### src/rtl/fp_norm_pkg.sv
// Shared constants and result type for the single-precision post-add normalizer.
package fp_norm_pkg;

  localparam int EXP_W   = 8;
  localparam int FRAC_W  = 23;
  localparam int MANT_W  = FRAC_W + 2;
  localparam int EXP_MAX = 255;
  localparam int LZ_W    = $clog2(FRAC_W + 2);

  typedef struct packed {
    logic [EXP_W-1:0]  exp;
    logic [MANT_W-1:0] mant;
  } norm_res_t;

endpackage

### src/rtl/fp_lzc24.sv
// Leading-zero counter over the 24-bit hidden+fraction field; count is 24 when all bits are zero.
module fp_lzc24
  import fp_norm_pkg::*;
(
  input  logic [FRAC_W:0]   value,
  output logic [LZ_W-1:0]   count,
  output logic              zero
);

  always_comb begin
    // NOTE: every always_comb output gets a default first so no path leaves it unassigned (no latch).
    count = LZ_W'(FRAC_W + 1);
    zero  = 1'b1;
    // Scan upward so the highest set bit is the last one to write the count.
    for (int i = 0; i <= FRAC_W; i++) begin
      if (value[i]) begin
        count = LZ_W'(FRAC_W - i);
        zero  = 1'b0;
      end
    end
  end

endmodule

### src/rtl/fp_normalizer.sv
// One-stage normalizer for the FP adder result: carry right-shift, leading-zero left-shift,
// Inf/NaN pass-through and gradual underflow. Define NORM_FTZ_EN to flush exp_o==0 results to zero.
module fp_normalizer
  import fp_norm_pkg::*;
(
  input  logic              clk_i,
  input  logic              rst_i,
  input  logic              valid_i,
  input  logic [EXP_W-1:0]  exp_i,
  input  logic [MANT_W-1:0] mant_i,
  output logic              valid_o,
  output logic [EXP_W-1:0]  exp_o,
  output logic [MANT_W-1:0] mant_o
);

  logic [LZ_W-1:0]  lz;
  logic             lz_zero;
  logic [EXP_W:0]   exp_ext;
  logic [EXP_W:0]   exp_inc;
  logic [EXP_W:0]   lz_ext;
  logic [LZ_W-1:0]  shamt;
  logic [FRAC_W:0]  shifted;
  norm_res_t        res;

  fp_lzc24 u_lzc (
    .value (mant_i[FRAC_W:0]),
    .count (lz),
    .zero  (lz_zero)
  );

  // One extra exponent bit so carry overflow and shift underflow never wrap.
  assign exp_ext = {1'b0, exp_i};
  assign exp_inc = exp_ext + 1'b1;
  assign lz_ext  = (EXP_W + 1)'(lz);

  always_comb begin
    res     = '0;
    shamt   = '0;
    shifted = '0;
    if (exp_i == EXP_W'(EXP_MAX)) begin
      res.exp  = EXP_W'(EXP_MAX);
      res.mant = {mant_i[FRAC_W-1:0], 2'b00};
    end else if (mant_i == '0) begin
      res = '0;
    end else if (mant_i[MANT_W-1]) begin
      if (exp_inc >= (EXP_W + 1)'(EXP_MAX)) begin
        res.exp  = EXP_W'(EXP_MAX);
        res.mant = '0;
      end else begin
        res.exp  = exp_inc[EXP_W-1:0];
        res.mant = {mant_i[MANT_W-2:1], mant_i[0], 1'b0};
      end
    end else if (mant_i[MANT_W-2]) begin
      res.exp  = exp_i;
      res.mant = {mant_i[FRAC_W-1:0], 2'b00};
    end else begin
      if (exp_ext > lz_ext) begin
        shamt   = lz;
        res.exp = EXP_W'(exp_ext - lz_ext);
      end else begin
        // Underflow: here exp_i <= lz, so exp_i-1 always fits the shift width.
        shamt   = (exp_i == '0) ? '0 : LZ_W'(exp_i - 1'b1);
        res.exp = '0;
      end
      shifted  = mant_i[FRAC_W:0] << shamt;
      res.mant = {shifted[FRAC_W-1:0], 2'b00};
    end
`ifdef NORM_FTZ_EN
    if (res.exp == '0) res.mant = '0;
`else
    res.mant = res.mant;
`endif
  end

  always_ff @(posedge clk_i) begin
    // NOTE: registered state uses non-blocking assignments so all flops update together at the edge.
    if (rst_i) begin
      valid_o <= 1'b0;
      exp_o   <= '0;
      mant_o  <= '0;
    end else begin
      valid_o <= valid_i;
      if (valid_i) begin
        exp_o  <= res.exp;
        mant_o <= res.mant;
      end
    end
  end

endmodule

### config.mk
export PLATFORM = sky130hd
export DESIGN_NAME = fp_normalizer
export DESIGN_NICKNAME = d
export VERILOG_FILES = /design/src/rtl/fp_norm_pkg.sv /design/src/rtl/fp_lzc24.sv /design/src/rtl/fp_normalizer.sv
export SDC_FILE = /design/constraint.sdc
export NUM_CORES = 1
export LEC_CHECK = 0
export BUFFER_PORTS_ARGS = -buffer_cell sky130_fd_sc_hd__buf_2
export CAP_MARGIN = 20
export CORE_ASPECT_RATIO = 0.9
export CORE_UTILIZATION = 56
export DETAILED_ROUTE_END_ITERATION = 6
export PLACE_DENSITY = 0.88
export SLEW_MARGIN = 10
export SYNTH_ARGS = -nofsm -noshare
export SYNTH_HDL_FRONTEND = slang
export SYNTH_SLANG_ARGS = --single-unit
### constraint.sdc
create_clock -name clk_i -period 9.3 [get_ports clk_i]
set_input_delay 1.395 -clock clk_i [delete_from_list [all_inputs] [get_ports clk_i]]
set_output_delay 1.395 -clock clk_i [all_outputs]
set_load 0.05 [all_outputs]
* After elaboration in Yosys (flattened, before gate mapping) *
Index checks and enable logic that the tools add are counted.

word-level totals
  flip-flop bits (word level) = 34
  input port bits = 36
  output and inout bits = 34
  word-level logic and storage cells = 48

cells by class
  add/sub/neg operators = 3
  order comparisons = 2
  eq/ne operators = 1
  shift operators = 1
  multiplexer cells = 36
  reductions and logical operators = 2

operator list
  operator             number
  $mux 33              5
  $mux 5               22
  $mux 4               8
  $logic_not 25->1     1
  $shl 24x5->23        1
  $add 8x1->9 const B  1
  $ge 9x8->1 const B   1
  $eq 8x8->1 const B   1
  $gt 8x5->1           1
  $logic_not 8->1      1
  $mux 8               1
  $sub 8x5->8          1
  $sub 5x1->5 const B  1

* Longest topological paths before layout *
  depth after elaboration = 35
  depth in mapped cells = 21
  mapped depth without buffers = 17

* Modules after synthesis *
A second synthesis with hierarchy kept.

second synthesis, totals
  cells, all modules = 659
  area, all modules = 4,636.9 µm²

by module, submodules not included
  module         times used  cells an instance  area an instance (µm²)  sequential area each (µm²)
  fp_normalizer  1           612                4,335.4                 660.6
  fp_lzc24       1           47                 301.5                   0.0

* Worst setup path after synthesis *
Ideal clock, no wire load.

  path kind = input to register
  from = input port mant_i[1]
  to = register mant_o[7]
  setup time = 0.146 ns
  arrival = 5.050 ns
  data required time = 9.154 ns
  setup slack = 4.104 ns
  cell stages on the path = 18
  buffers on the path = 3
  path through = buf_6 nand2b_1 a221oi_1 o211ai_1 a41oi_2 ha_1 inv_1 fa_1 a211o_1 a21oi_2 o21a_1 buf_4 mux2_2 buf_2 a22o_2 a221oi_1 a211o_1 a311oi_2

between the ends
  cells in the longest elaborated chain, start to end = 34
  elaborated cells on any way between the ends = 35
  classes of those cells = order compare (1); shift (1); mux (32); reduce/logical (1)

ends and longest elaborated chain
  item                   line                 text
  from (decl)            fp_normalizer.sv:10  input logic [MANT_W-1:0] mant_i,
  $mux 4 (7 in series)   fp_lzc24.sv:16       if (value[i]) begin
  $mux 5 (16 in series)  fp_lzc24.sv:16
  $gt 8x5->1             fp_normalizer.sv:57  if (exp_ext > lz_ext) begin
  $mux 5                 fp_normalizer.sv:57
  $mux 5                 fp_normalizer.sv:53  end else if (mant_i[MANT_W-2]) begin
  $mux 5                 fp_normalizer.sv:45  end else if (mant_i[MANT_W-1]) begin
  $mux 5                 fp_normalizer.sv:43  end else if (mant_i == '0) begin
  $mux 5                 fp_normalizer.sv:40  if (exp_i == EXP_W'(EXP_MAX)) begin
  $shl 24x5->23          fp_normalizer.sv:65  shifted = mant_i[FRAC_W:0] << shamt;
  $mux 33                fp_normalizer.sv:53
  $mux 33                fp_normalizer.sv:45
  $mux 33 (*)            fp_normalizer.sv:43
  $mux 33 (*)            fp_normalizer.sv:40
  to (signal assigned)   fp_normalizer.sv:85  mant_o <= res.mant;
  to (decl)              fp_normalizer.sv:13  output logic [MANT_W-1:0] mant_o

Every way passes the cells marked *; elsewhere a longest branch is shown, timed or not. The select of a mux whose other input is x is not followed.
A chain may end at the register's enable or synchronous reset.

* Final worst setup path *
  from = input port mant_i[2]
  to = register mant_o[12]

between the ends
  cells in the longest elaborated chain, start to end = 33
  elaborated cells on any way between the ends = 34
  classes of those cells = order compare (1); shift (1); mux (31); reduce/logical (1)

ends and longest elaborated chain
  item                   line
  $mux 4 (6 in series)   fp_lzc24.sv:16
  $mux 5 (16 in series)  fp_lzc24.sv:16
  $gt 8x5->1             fp_normalizer.sv:57
  $mux 5                 fp_normalizer.sv:57
  $mux 5                 fp_normalizer.sv:53
  $mux 5                 fp_normalizer.sv:45
  $mux 5                 fp_normalizer.sv:43
  $mux 5                 fp_normalizer.sv:40
  $shl 24x5->23          fp_normalizer.sv:65
  $mux 33                fp_normalizer.sv:53
  $mux 33                fp_normalizer.sv:45
  $mux 33 (*)            fp_normalizer.sv:43
  $mux 33 (*)            fp_normalizer.sv:40

Marks and branches as above.

==> metrics.yaml <==
maxSlewViolCount: 0
place_ws_ps: 3130
fin_hold_ws_ps: 475
p_total_mw: 0.564
first_pass_iters: 5
synth_area_leaders: "dfxtp_1 (16%), mux2i_1 (11%), a21oi_1 (6.2%), nor2_1 (6.0%), nand2_1 (5.6%)"
cts_buffers: 5
start_util_pct: 58.9
p_leak_nw: 1.93
synth_area_um2: 4210
drtIter0Drc: 723
powerDensity_nw_per_um2: 125
r2r_start: "mant_o[20]"
synth_edf_count: 0
antenna_found_initial: 0
final_nets: 645
start_kind: "input pin"
vias_per_cell: 6.94
wire_per_inst_um: 21.2
grt_pass1_vias: 4357
swShare_pct: 42.6
hold_viol: 0
crit_fanout: 16
synth_top_area_cell: "dfxtp_1"
grt_overflow: 0
internal-power_mw: 0.324
drt_wl_total_mm: 14.7
outcome: "finished, final reports clean"
min_delay_worst_endpoint: "mant_o[1]"
whs_path_depth: 2
hpwl_mm: 10.6
syn_area_per_cell_um2: 7.31
dieWidth_um: 93.4
setup_viol: 0
hold_path_startpoint: "mant_o[1]"
yosys_warnings: 0
die_h_um: 84.3
ctsHoldBuffers: 0
tightest_slew_ps: 866
port_buffers: 68
cts_tree: "yes"
slew-limit-headroom_pct: 42.2
crit_arrival_ps: 6140
clk_root_buffer_cell: "clkbuf_8"
clock_latency_ps: 290
ff2ff_path_depth: 5
p_comb_share_pct: 46.0
synth-seq-cells: 33
place_inst: 685
htree_levels: 2
ir_worst_vdd_mv: 0.0568
power_frac_clock_pct: 25.6
drive_gt1_share_pct: 19.0
finClkSkew_ps: 0
min_path_type: "flop to flop"
max_freq_mhz: 168
synthCells: 576
fin_ws_ps: 3330
drv_cap: 0
synth.distinct_cells: 76
tns_ps: 0
cts_setup_buffers: 0
antenna_cells: 0
synthArstFlopShare_pct: 0
pin_count: 70
dieArea_um2: 7870
crit_required_ps: 9470
syn_nets: 622
r2r_setup_slack_ps: 8050
layout_min_cycle_time_ps: 5970
gp_congestion: 1.02
rsz0062_at_grt: "no"
cts_buffer_depth: 2
min_period_over_period_pct: 64.2
syn_to_final_growth_pct: 7.45
r2r_end: "mant_o[20]"
grt_use_total_pct: 37.3
detail-route-antenna-nets: 0
grt_pass1_wl_mm: 22.9
grt_max_degree: 51
rows: 29
cts_resized: 0
vias: 4809
synth_top_area_share_pct: 15.7
fin_cells: 693
drc: 0
crit_type: "input pin to flop"
end_kind: "flop"
fp.coreArea_um2: 7150
synth-main-ff-cell: "dfxtp_1"
cts.sinks: 33
ys_seq_area_share_pct: 15.7
p_sw_mw: 0.240
seqPwrFrac_pct: 28.4
clk_pin_slew_worst_paths_ps: 80
-- cell usage after synthesis, drive strengths merged, types with 11 or more instances --
cell / n
buf: 30
clkbuf: 26
o21ai: 20
nor3: 17
inv: 13
dfxtp: 33
a21oi: 54
nand2: 64
a31oi: 11
nor2: 68
mux2: 11
mux2i: 50
-- power groups by stage --
| stage | registers (mW) | logic [mW] | clock network (mW) |
|---|---|---|---|
| 2_1_floorplan | 0.206 | 0.148 | 0 |
| 3_3_place_gp | 0.162 | 0.246 | 0 |
| 4_1_cts | 0.160 | 0.251 | 0.144 |
| 5_1_grt | 0.161 | 0.274 | 0.151 |
| 3_5_place_dp | 0.163 | 0.250 | 0 |
| 6_report | 0.160 | 0.259 | 0.144 |
-- registers in the layout, indices dropped and copies added (netlist names) --
| name | flops |
|---|---|
| exp_o | 8 |
| mant_o | 24 |
| valid_o | 1 |
-- logic make-up (layout without fill, tap and decap cells) --
logic type	Yosys count	count (layout)	synth area share [%]
compound gates	182	182	31.6
xor+xnor	10	10	2.08
fa+ha+maj	10	10	3.15
buf+inv	69	93	8.02
flops	33	33	15.7
mux	61	61	15.5
other cells	1	1	0.0890
simple gates	210	210	23.9
-- cell usage in the layout, fill, tap and decap left out, types with 5 or more instances in the layout --
master	netlist	final
buf_2	18	68
nor2_1	67	67
nand2_1	63	63
a21oi_1	52	52
mux2i_1	48	48
dfxtp_1	33	33
nor3_1	16	16
o21ai_0	15	15
inv_1	13	13
nand2b_1	10	10
a221oi_1	10	10
nand3_1	10	10
a31oi_1	10	10
mux2_2	10	10
a211oi_1	9	9
ha_1	9	9
o31ai_1	7	7
nor2b_1	7	7
a211o_1	7	7
nor4_1	6	6
a21o_1	6	6
xnor2_1	6	6
a221o_1	6	6
clkbuf_8	0	6
o21ai_1	5	5
or3_1	5	5
o21bai_1	5	5
o211ai_1	5	5
o22ai_1	5	5
-- layer usage --
layer	up-vias	wire length (um)	share of wire, %	global-route usage, %
li1	2170	-	-	-
met3	57	2180	15	12.1
met5	-	0	0	0
met2	381	6000	41	53.3
met4	0	523	3.6	13.1
met1	2201	5980	41	52.0
-- stage by stage --
stage | cell area [um^2] | utilization (%)
2_1_floorplan | 4210 | -
3_3_place_gp | 4410 | 61.7
3_5_place_dp | 4410 | 61.7
4_1_cts | 4530 | 63.3
5_1_grt | 4530 | 63.3
6_report | 4530 | 63.3
-- worst max-delay path: stages --
cell,delay (ps)
buf_2,230
nor2_1,80
a221oi_1,270
o211ai_1,150
a41oi_2,290
ha_1,190
inv_1,60
fa_1,420
a211o_1,340
a21oi_2,190
o21a_1,530
mux2i_4,710
mux2i_1,250
mux2_2,350
a221o_1,320
a21oi_1,240
o22ai_1,110
-- how the worst max path moves through the flow --
| stage | start | to | slack [ps] |
|---|---|---|---|
| after floorplan | mant_i[1] | mant_o[7] | 4100 |
| after global placement | mant_i[1] | mant_o[9] | 3290 |
| after detailed placement | mant_i[1] | mant_o[9] | 3130 |
| after CTS | mant_i[1] | mant_o[9] | 3440 |
| after global routing | mant_i[2] | mant_o[9] | 3110 |
| final | mant_i[2] | mant_o[12] | 3330 |
-- cell type report --
cell class	count	area, um^2
clock buffers	7	86.3
clock inverters	1	30.0
fillers	622	2620
inverters	13	48.8
multi-input cells	474	3210
flip-flops and latches	33	661
well taps	93	116
repair buffers	72	370
Note: power is estimated with default switching activity, not from simulation.
